--- config.mk ---
export PLATFORM = sky130hd
export DESIGN_NAME = traffic_phase_ctrl_flat
export DESIGN_NICKNAME = d
export VERILOG_FILES = /design/src/rtl/traffic_pkg.sv /design/src/rtl/traffic_phase_ctrl_if.sv /design/src/rtl/tick_gen.sv /design/src/rtl/traffic_phase_ctrl.sv /design/src/flat_wrapper.sv
export SDC_FILE = /design/constraint.sdc
export NUM_CORES = 1
export LEC_CHECK = 0
export BUFFER_PORTS_ARGS = -buffer_cell sky130_fd_sc_hd__buf_2
export CORE_AREA = 5 5 75 70
export CTS_BUF_LIST = sky130_fd_sc_hd__clkbuf_2
export DETAILED_ROUTE_END_ITERATION = 10
export DIE_AREA = 0 0 80 75
export GPL_ROUTABILITY_DRIVEN = 0
export HOLD_SLACK_MARGIN = 0.1
export PLACE_DENSITY = 0.81
export SLEW_MARGIN = 20
export SYNTH_ARGS = -nofsm -noshare
export SYNTH_HDL_FRONTEND = slang
export SYNTH_HIERARCHICAL = 1
export SYNTH_SLANG_ARGS = --single-unit
--- constraint.sdc ---
create_clock -name clk -period 3.1 [get_ports clk]
set_input_delay 0.31 -clock clk [delete_from_list [all_inputs] [get_ports clk]]
set_output_delay 0.31 -clock clk [all_outputs]
set_load 0.005 [all_outputs]
--- src/rtl/traffic_pkg.sv ---
// Shared definitions for the N-phase traffic controller: state codes and
// the phase selection helpers used by the top-level sequencer.
package traffic_pkg;

  localparam int MAX_PHASE = 32;

  typedef enum logic [2:0] {
    ST_OFF     = 3'd0,
    ST_ALL_RED = 3'd1,
    ST_GREEN   = 3'd2,
    ST_YELLOW  = 3'd3,
    ST_PREEMPT = 3'd4
  } state_e;

  function automatic logic [MAX_PHASE-1:0] onehot(input int idx);
    logic [MAX_PHASE-1:0] one;
    logic [4:0]           sh;
    one = 32'd1;
    sh  = idx[4:0];
    return one << sh;
  endfunction

  // First phase after cur (wrapping, cur itself last) with demand; with no
  // demand anywhere the controller simply steps to the following phase.
  function automatic int next_phase(input logic [MAX_PHASE-1:0] car,
                                    input int cur, input int n);
    int   res;
    int   q;
    logic found;
    res   = (cur + 1) % n;
    found = 1'b0;
    for (int k = 1; k <= MAX_PHASE; k++) begin
      if (!found && k <= n) begin
        q = (cur + k) % n;
        if (car[q[4:0]]) begin
          res   = q;
          found = 1'b1;
        end
      end
    end
    return res;
  endfunction

endpackage

--- src/rtl/traffic_phase_ctrl_if.sv ---
// Control inputs and lamp/status outputs of one intersection controller.
interface traffic_phase_ctrl_if #(
  parameter int N_PHASE = 4,
  parameter int TW      = 8
);
  localparam int PW = (N_PHASE > 1) ? $clog2(N_PHASE) : 1;

  logic               Online;
  logic               Police;
  logic               Peaks;
  logic [N_PHASE-1:0] Car;
  logic [TW-1:0]      green_base;
  logic [TW-1:0]      peak_extra;
  logic [N_PHASE-1:0] green;
  logic [N_PHASE-1:0] yellow;
  logic [N_PHASE-1:0] red;
  logic [PW-1:0]      phase;
  logic [2:0]         state;
  logic [TW-1:0]      remain;

  modport master (
    output Online, Police, Peaks, Car, green_base, peak_extra,
    input  green, yellow, red, phase, state, remain
  );

  modport slave (
    input  Online, Police, Peaks, Car, green_base, peak_extra,
    output green, yellow, red, phase, state, remain
  );
endinterface

--- src/rtl/tick_gen.sv ---
// Timing-tick prescaler: one-cycle pulse every TICK_DIV clocks (every
// cycle when TICK_DIV is 1).
module tick_gen #(
  parameter int TICK_DIV = 1
) (
  input  logic clk,
  input  logic rst,
  output logic tick_o
);
  localparam int            CW   = (TICK_DIV > 1) ? $clog2(TICK_DIV) : 1;
  localparam logic [CW-1:0] LAST = CW'(TICK_DIV - 1);

  logic [CW-1:0] div_q, div_d;

  always_comb begin
    div_d = (div_q == LAST) ? '0 : div_q + CW'(1);
  end

  always_ff @(posedge clk or posedge rst) begin
    if (rst) div_q <= '0;
    else     div_q <= div_d;
  end

  assign tick_o = (div_q == LAST);
endmodule

--- src/rtl/traffic_phase_ctrl.sv ---
// N-phase signal sequencer: green/yellow/all-red rotation with demand skip,
// peak extension, gap-out, police preemption and offline flashing.
module traffic_phase_ctrl
  import traffic_pkg::*;
#(
  parameter int N_PHASE   = 4,
  parameter int TW        = 8,
  parameter int YELLOW_T  = 3,
  parameter int ALLRED_T  = 2,
  parameter int MIN_GREEN = 4,
  parameter int TICK_DIV  = 1
) (
  input logic                 clk,
  input logic                 Reset,
  traffic_phase_ctrl_if.slave bus
);
  localparam int            PW      = (N_PHASE > 1) ? $clog2(N_PHASE) : 1;
  localparam logic [TW-1:0] YEL_LD  = TW'(YELLOW_T - 1);
  localparam logic [TW-1:0] ALR_LD  = TW'(ALLRED_T - 1);
  localparam logic [TW-1:0] MING_TH = TW'(MIN_GREEN - 1);
  localparam logic [TW-1:0] CNT_MAX = '1;

  logic tick;

  state_e        state_q, state_d;
  logic [PW-1:0] phase_q, phase_d;
  logic [TW-1:0] cnt_q, cnt_d;
  logic [TW-1:0] el_q, el_d;
  logic          flash_q, flash_d;

  logic [TW:0]          peakSum;
  logic [TW-1:0]        greenLen;
  logic [MAX_PHASE-1:0] curOh;
  logic [N_PHASE-1:0]   curMask;
  logic                 gapOut;
  int                   nextRaw;
  logic [PW-1:0]        nextPhase;
  logic [N_PHASE-1:0]   greenL, yellowL, redL;

  tick_gen #(.TICK_DIV(TICK_DIV)) u_tick (
    .clk   (clk),
    .rst   (Reset),
    .tick_o(tick)
  );

  // Green length for the upcoming interval: peak sum saturates at 2^TW-1,
  // and a zero length is stretched to one tick.
  always_comb begin
    peakSum = {1'b0, bus.green_base} + {1'b0, bus.peak_extra};
    if (!bus.Peaks)      greenLen = bus.green_base;
    else if (peakSum[TW]) greenLen = CNT_MAX;
    else                 greenLen = peakSum[TW-1:0];
    if (greenLen == '0) greenLen = TW'(1);
  end

  always_comb begin
    curOh     = onehot(int'(phase_q));
    curMask   = curOh[N_PHASE-1:0];
    gapOut    = (el_q >= MING_TH) && !bus.Car[phase_q] &&
                (|(bus.Car & ~curMask));
    nextRaw   = next_phase(MAX_PHASE'(bus.Car), int'(phase_q), N_PHASE);
    nextPhase = nextRaw[PW-1:0];
  end

  // Offline mode overrides everything and bypasses the tick; all other
  // transitions wait for a tick.
  always_comb begin
    state_d = state_q;
    phase_d = phase_q;
    cnt_d   = cnt_q;
    el_d    = el_q;
    flash_d = flash_q;
    if (!bus.Online) begin
      state_d = ST_OFF;
      if (state_q == ST_OFF && tick) flash_d = ~flash_q;
    end else if (state_q == ST_OFF) begin
      state_d = ST_ALL_RED;
      cnt_d   = ALR_LD;
    end else if (tick) begin
      unique case (state_q)
        ST_ALL_RED: begin
          if (cnt_q != '0) begin
            cnt_d = cnt_q - TW'(1);
          end else if (bus.Police) begin
            state_d = ST_PREEMPT;
            cnt_d   = '0;
          end else begin
            state_d = ST_GREEN;
            phase_d = nextPhase;
            cnt_d   = greenLen - TW'(1);
            el_d    = '0;
          end
        end
        ST_GREEN: begin
          if (el_q != CNT_MAX) el_d = el_q + TW'(1);
          if (cnt_q == '0 || gapOut || bus.Police) begin
            state_d = ST_YELLOW;
            cnt_d   = YEL_LD;
          end else begin
            cnt_d = cnt_q - TW'(1);
          end
        end
        ST_YELLOW: begin
          if (cnt_q != '0) begin
            cnt_d = cnt_q - TW'(1);
          end else begin
            state_d = ST_ALL_RED;
            cnt_d   = ALR_LD;
          end
        end
        ST_PREEMPT: begin
          if (!bus.Police) begin
            state_d = ST_ALL_RED;
            cnt_d   = ALR_LD;
          end
        end
        default: begin
          state_d = ST_ALL_RED;
          cnt_d   = ALR_LD;
        end
      endcase
    end
  end

  always_ff @(posedge clk or posedge Reset) begin
    if (Reset) begin
      state_q <= ST_ALL_RED;
      phase_q <= PW'(N_PHASE - 1);
      cnt_q   <= ALR_LD;
      el_q    <= '0;
      flash_q <= 1'b0;
    end else begin
      state_q <= state_d;
      phase_q <= phase_d;
      cnt_q   <= cnt_d;
      el_q    <= el_d;
      flash_q <= flash_d;
    end
  end

  always_comb begin
    greenL  = '0;
    yellowL = '0;
    redL    = '1;
    unique case (state_q)
      ST_OFF: begin
        yellowL = {N_PHASE{flash_q}};
        redL    = '0;
      end
      ST_GREEN: begin
        greenL = curMask;
        redL   = ~curMask;
      end
      ST_YELLOW: begin
        yellowL = curMask;
        redL    = ~curMask;
      end
      default: begin
        redL = '1;
      end
    endcase
  end

  assign bus.green  = greenL;
  assign bus.yellow = yellowL;
  assign bus.red    = redL;
  assign bus.phase  = phase_q;
  assign bus.state  = state_q;
  assign bus.remain = cnt_q;

  aLampExclusive : assert property (@(posedge clk) disable iff (Reset)
    (state_q != ST_OFF) |-> ($countones(greenL | yellowL) <= 1));
endmodule

--- src/flat_wrapper.sv ---
// flat-port wrapper written by rule: the top's interface ports become plain ports
module traffic_phase_ctrl_flat import traffic_pkg::*;
#(
  parameter int N_PHASE   = 4,
  parameter int TW        = 8,
  parameter int YELLOW_T  = 3,
  parameter int ALLRED_T  = 2,
  parameter int MIN_GREEN = 4,
  parameter int TICK_DIV  = 1
)
  (clk, Reset, bus_Online, bus_Police, bus_Peaks, bus_Car, bus_green_base, bus_peak_extra, bus_green, bus_yellow, bus_red, bus_phase, bus_state, bus_remain);
  traffic_phase_ctrl_if #(.N_PHASE(N_PHASE), .TW(TW)) bus_i ();
  input logic clk;
  input logic Reset;
  input wire logic [$bits(bus_i.Online)-1:0] bus_Online;
  input wire logic [$bits(bus_i.Police)-1:0] bus_Police;
  input wire logic [$bits(bus_i.Peaks)-1:0] bus_Peaks;
  input wire logic [$bits(bus_i.Car)-1:0] bus_Car;
  input wire logic [$bits(bus_i.green_base)-1:0] bus_green_base;
  input wire logic [$bits(bus_i.peak_extra)-1:0] bus_peak_extra;
  output wire logic [$bits(bus_i.green)-1:0] bus_green;
  output wire logic [$bits(bus_i.yellow)-1:0] bus_yellow;
  output wire logic [$bits(bus_i.red)-1:0] bus_red;
  output wire logic [$bits(bus_i.phase)-1:0] bus_phase;
  output wire logic [$bits(bus_i.state)-1:0] bus_state;
  output wire logic [$bits(bus_i.remain)-1:0] bus_remain;
  assign bus_i.Online = bus_Online;
  assign bus_i.Police = bus_Police;
  assign bus_i.Peaks = bus_Peaks;
  assign bus_i.Car = bus_Car;
  assign bus_i.green_base = bus_green_base;
  assign bus_i.peak_extra = bus_peak_extra;
  assign bus_green = bus_i.green;
  assign bus_yellow = bus_i.yellow;
  assign bus_red = bus_i.red;
  assign bus_phase = bus_i.phase;
  assign bus_state = bus_i.state;
  assign bus_remain = bus_i.remain;
  traffic_phase_ctrl #(.N_PHASE(N_PHASE), .TW(TW), .YELLOW_T(YELLOW_T), .ALLRED_T(ALLRED_T), .MIN_GREEN(MIN_GREEN), .TICK_DIV(TICK_DIV)) u_core (.clk(clk), .Reset(Reset), .bus(bus_i));
endmodule
==> impl_metrics.py <==
metrics = {
    "status": {
        "status": "finished, final reports clean",
    },
    "global_route": {
        "antenna_found_initial": 0,
        "grt_max_degree": 23,
        "grt_pass1_vias": 2223,
        "grt_usage_pct": 21.18,
        "grt_pass1_wl_um": 10360,
        "grt-ovfl-total": 0,
    },
    "timing": {
        "finalCritPeriodShare_pct": 89.51,
        "tns_ps": 0,
        "slew_violations": 0,
        "finalHoldViolCount": 0,
        "layout_setup_ws_ps": 325.2,
        "maxSlewHeadroom_pct": 43.55,
        "rsz0062_at_grt": "false",
        "tightest_slew_ps": 845.8,
        "hold_ws_ps": 102.5,
        "min_period_ps": 2775,
        "finalClockSkew_ps": 7.492,
        "clock.fmax_mhz": 360.4,
        "setup_viol": 0,
    },
    "yosys": {
        "synth-edff-count": 0,
        "synthCells": 297,
        "ys_seq_elements": 22,
        "avgSynthCellArea_um2": 8.080,
        "yosys.area.top_type": "dfrtp_1",
        "yosys_warnings": 6,
        "ys.flop_type": "dfrtp_1",
        "ys_top_cells_by_area": "dfrtp_1, ha_1, dfstp_2",
        "syn_nets": 339,
        "yosysSeqAreaShare_pct": 23.15,
        "synthArstFlopShare_pct": 100.0,
        "yosysTopAreaCellShare_pct": 18.77,
        "synth_area_um2": 2400,
        "yosysUniqueCellTypes": 71,
    },
    "critical_path": {
        "r2r_start": "u_core/bus.phase[0]$_DFFE_PP1P_",
        "critPathMaxFanout": 7,
        "worstPathCellList": "buf_2, ha_1, fa_1, nand3_1, a21boi_1, or2_0, nor3_1, o21ai_0, o21a_1, ha_1, o211ai_1, nor3_1, xor2_1, o211ai_1",
        "reg2reg_depth": 9,
        "cp.arrival_ps": 3040,
        "end_kind": "flip-flop",
        "path_buf_inv": 1,
        "required_ps": 3370,
        "cp_slowest_cell": "fa_1",
        "reg2reg_slack_ps": 460,
        "startpoint_type": "input pin",
        "crit_family": "simple AND/OR/NAND/NOR gates",
        "slowest_delay_ps": 420,
        "reg2reg_to": "u_core/bus.remain[7]$_DFFE_PP0P_",
        "path_class": "input pin to flip-flop",
    },
    "floorplan": {
        "start_util_pct": 54.86,
        "core_area_um2": 4374,
        "die_area_um2": 6000,
        "rows": 23,
        "die_y_um": 75,
        "pin_count": 50,
        "fp.dieW_um": 80,
    },
    "clock_tree": {
        "cts_tree": "yes",
        "clock_latency_ps": 330,
        "post-cts-setup-buffers": 0,
        "cts_resized": 0,
        "cts_hold_repair.buffers": 0,
        "cts_buffer_depth": 2,
        "cts_buffers": 3,
        "clkSlewWorstSetupHoldPaths_ps": 200,
        "htreeDepth": 1,
        "cts_root_buf": "clkbuf_2",
        "clkSinkCount": 22,
    },
    "layout": {
        "drive_above_1_share_pct": 24.71,
        "fill_cells": 424,
        "fin_cells": 410,
        "diodes": 0,
        "area_growth_pct": 14.60,
        "stdcell_area_um2": 2750,
        "final_cell_mix": "buf_2, nor2_1, nand2_1, a21oi_1, o21ai_0",
        "layout_commonest_cell": "buf_2",
        "num-nets-final": 391,
        "final_core_utilization_pct": 62.87,
        "multi_input_area_um2": 1743,
        "regArea_um2": 555.5,
    },
    "power": {
        "pwr-share-clk_pct": 7.8,
        "p_seq_share_pct": 31.3,
        "p_leak_nw": 1.267,
        "swShare_pct": 47.88,
        "internal-power_mw": 0.8124,
        "p_comb_share_pct": 60.9,
        "p_sw_mw": 0.7464,
        "power_density_nw_per_um2": 566.8,
        "ir_drop_v": 0.0004784,
        "power_mw": 1.559,
    },
    "routing": {
        "ant_nets": 0,
        "drt-vias-per-instance": 6.005,
        "avgRoutedWirePerCell_um": 14.97,
        "wl_um": 6136,
        "first_iter_violations": 208,
        "vias": 2462,
        "drc": 0,
        "dr.pass1.iters": 4,
    },
    "min_path": {
        "min_path_type": "input pin to asynchronous set/reset pin",
    },
    "run": {
        "max_cap_viol_count": 0,
    },
    "place": {
        "dp_cells": 406,
        "postPlaceCellArea_um2": 2730,
        "portBuffers": 49,
        "place_ws_ps": 0.9419,
        "dp_hpwl_um": 4862,
    },
}
-- registers in the layout (all words and copies together) (netlist names) --
signal / flops
u_core/el_q: 8
u_core/bus.phase: 2
u_core/bus.remain: 8
u_core/bus.state: 3
u_core/flash_q: 1
-- cell type report --
type,count,area share [%]
clock buffers,4,0.7279
inverters,13,1.774
multi-input cells,252,63.38
flip-flops and latches,22,20.20
well taps,62,2.821
repair buffers,57,11.10
-- worst max path at each step --
stage                      startpoint                                to  slack, ps  cells after the start
global route        bus_green_base[0]  u_core/bus.remain[6]$_DFFE_PP0P_        150                     14
detailed placement  bus_green_base[0]  u_core/bus.remain[6]$_DFFE_PP0P_        0.9                     14
CTS                 bus_green_base[0]  u_core/bus.remain[6]$_DFFE_PP0P_        360                     14
floorplan           bus_green_base[2]  u_core/bus.remain[6]$_DFFE_PP0P_        290                     12
finish              bus_green_base[0]  u_core/bus.remain[6]$_DFFE_PP0P_        330                     14
global placement    bus_green_base[0]  u_core/bus.remain[6]$_DFFE_PP0P_        100                     14
-- power by group through the flow --
stage	logic [mW]	clock network (mW)	registers, mW
after CTS	0.943	0.125	0.487
after global placement	0.915	0	0.487
final	0.950	0.121	0.488
after global routing	1.05	0.140	0.507
after detailed placement	0.933	0	0.493
after floorplan	0.715	0	0.431
-- logic make-up after synthesis --
group | count (synthesis) | share of synthesized area, %
multiplexers | 6 | 3.754
XOR/XNOR | 12 | 4.380
other | 1 | 0.1563
AO/OA/AOI/OAI | 95 | 28.05
AND/OR/NAND/NOR | 121 | 27.11
buffers and inverters | 23 | 4.223
flip-flops | 22 | 23.15
adder cells (fa/ha/maj) | 17 | 9.176
-- Yosys cell counts, types with 3 or more instances --
| cell | n |
|---|---|
| nor2_1 | 25 |
| nand2_1 | 23 |
| a21oi_1 | 19 |
| o21ai_0 | 19 |
| dfrtp_1 | 18 |
| ha_1 | 16 |
| nand3_1 | 15 |
| inv_1 | 13 |
| nor3_1 | 13 |
| xnor2_1 | 8 |
| nand2b_1 | 6 |
| or2_2 | 6 |
| a211oi_1 | 5 |
| clkbuf_1 | 5 |
| nor2b_1 | 5 |
| o211ai_1 | 5 |
| and2_1 | 4 |
| and3_1 | 4 |
| dfstp_2 | 4 |
| or3_1 | 4 |
| xor2_1 | 4 |
| a22o_1 | 3 |
| a32oi_1 | 3 |
| buf_2 | 3 |
| mux2i_1 | 3 |
| nor3_2 | 3 |
| o21ai_1 | 3 |
| o22ai_1 | 3 |
| o31ai_1 | 3 |
-- per-layer routing --
| metal | share of wire (%) | global-route usage, % | vias to the layer above |
|---|---|---|---|
| li1 | - | - | 1221 |
| met1 | 48 | 30.55 | 1159 |
| met2 | 46 | 33.92 | 76 |
| met3 | 5.1 | 2.153 | 6 |
| met4 | 1.1 | 6.004 | 0 |
| met5 | 0 | 0 | - |
No activity file was read; power rests on OpenSTA's default activity.
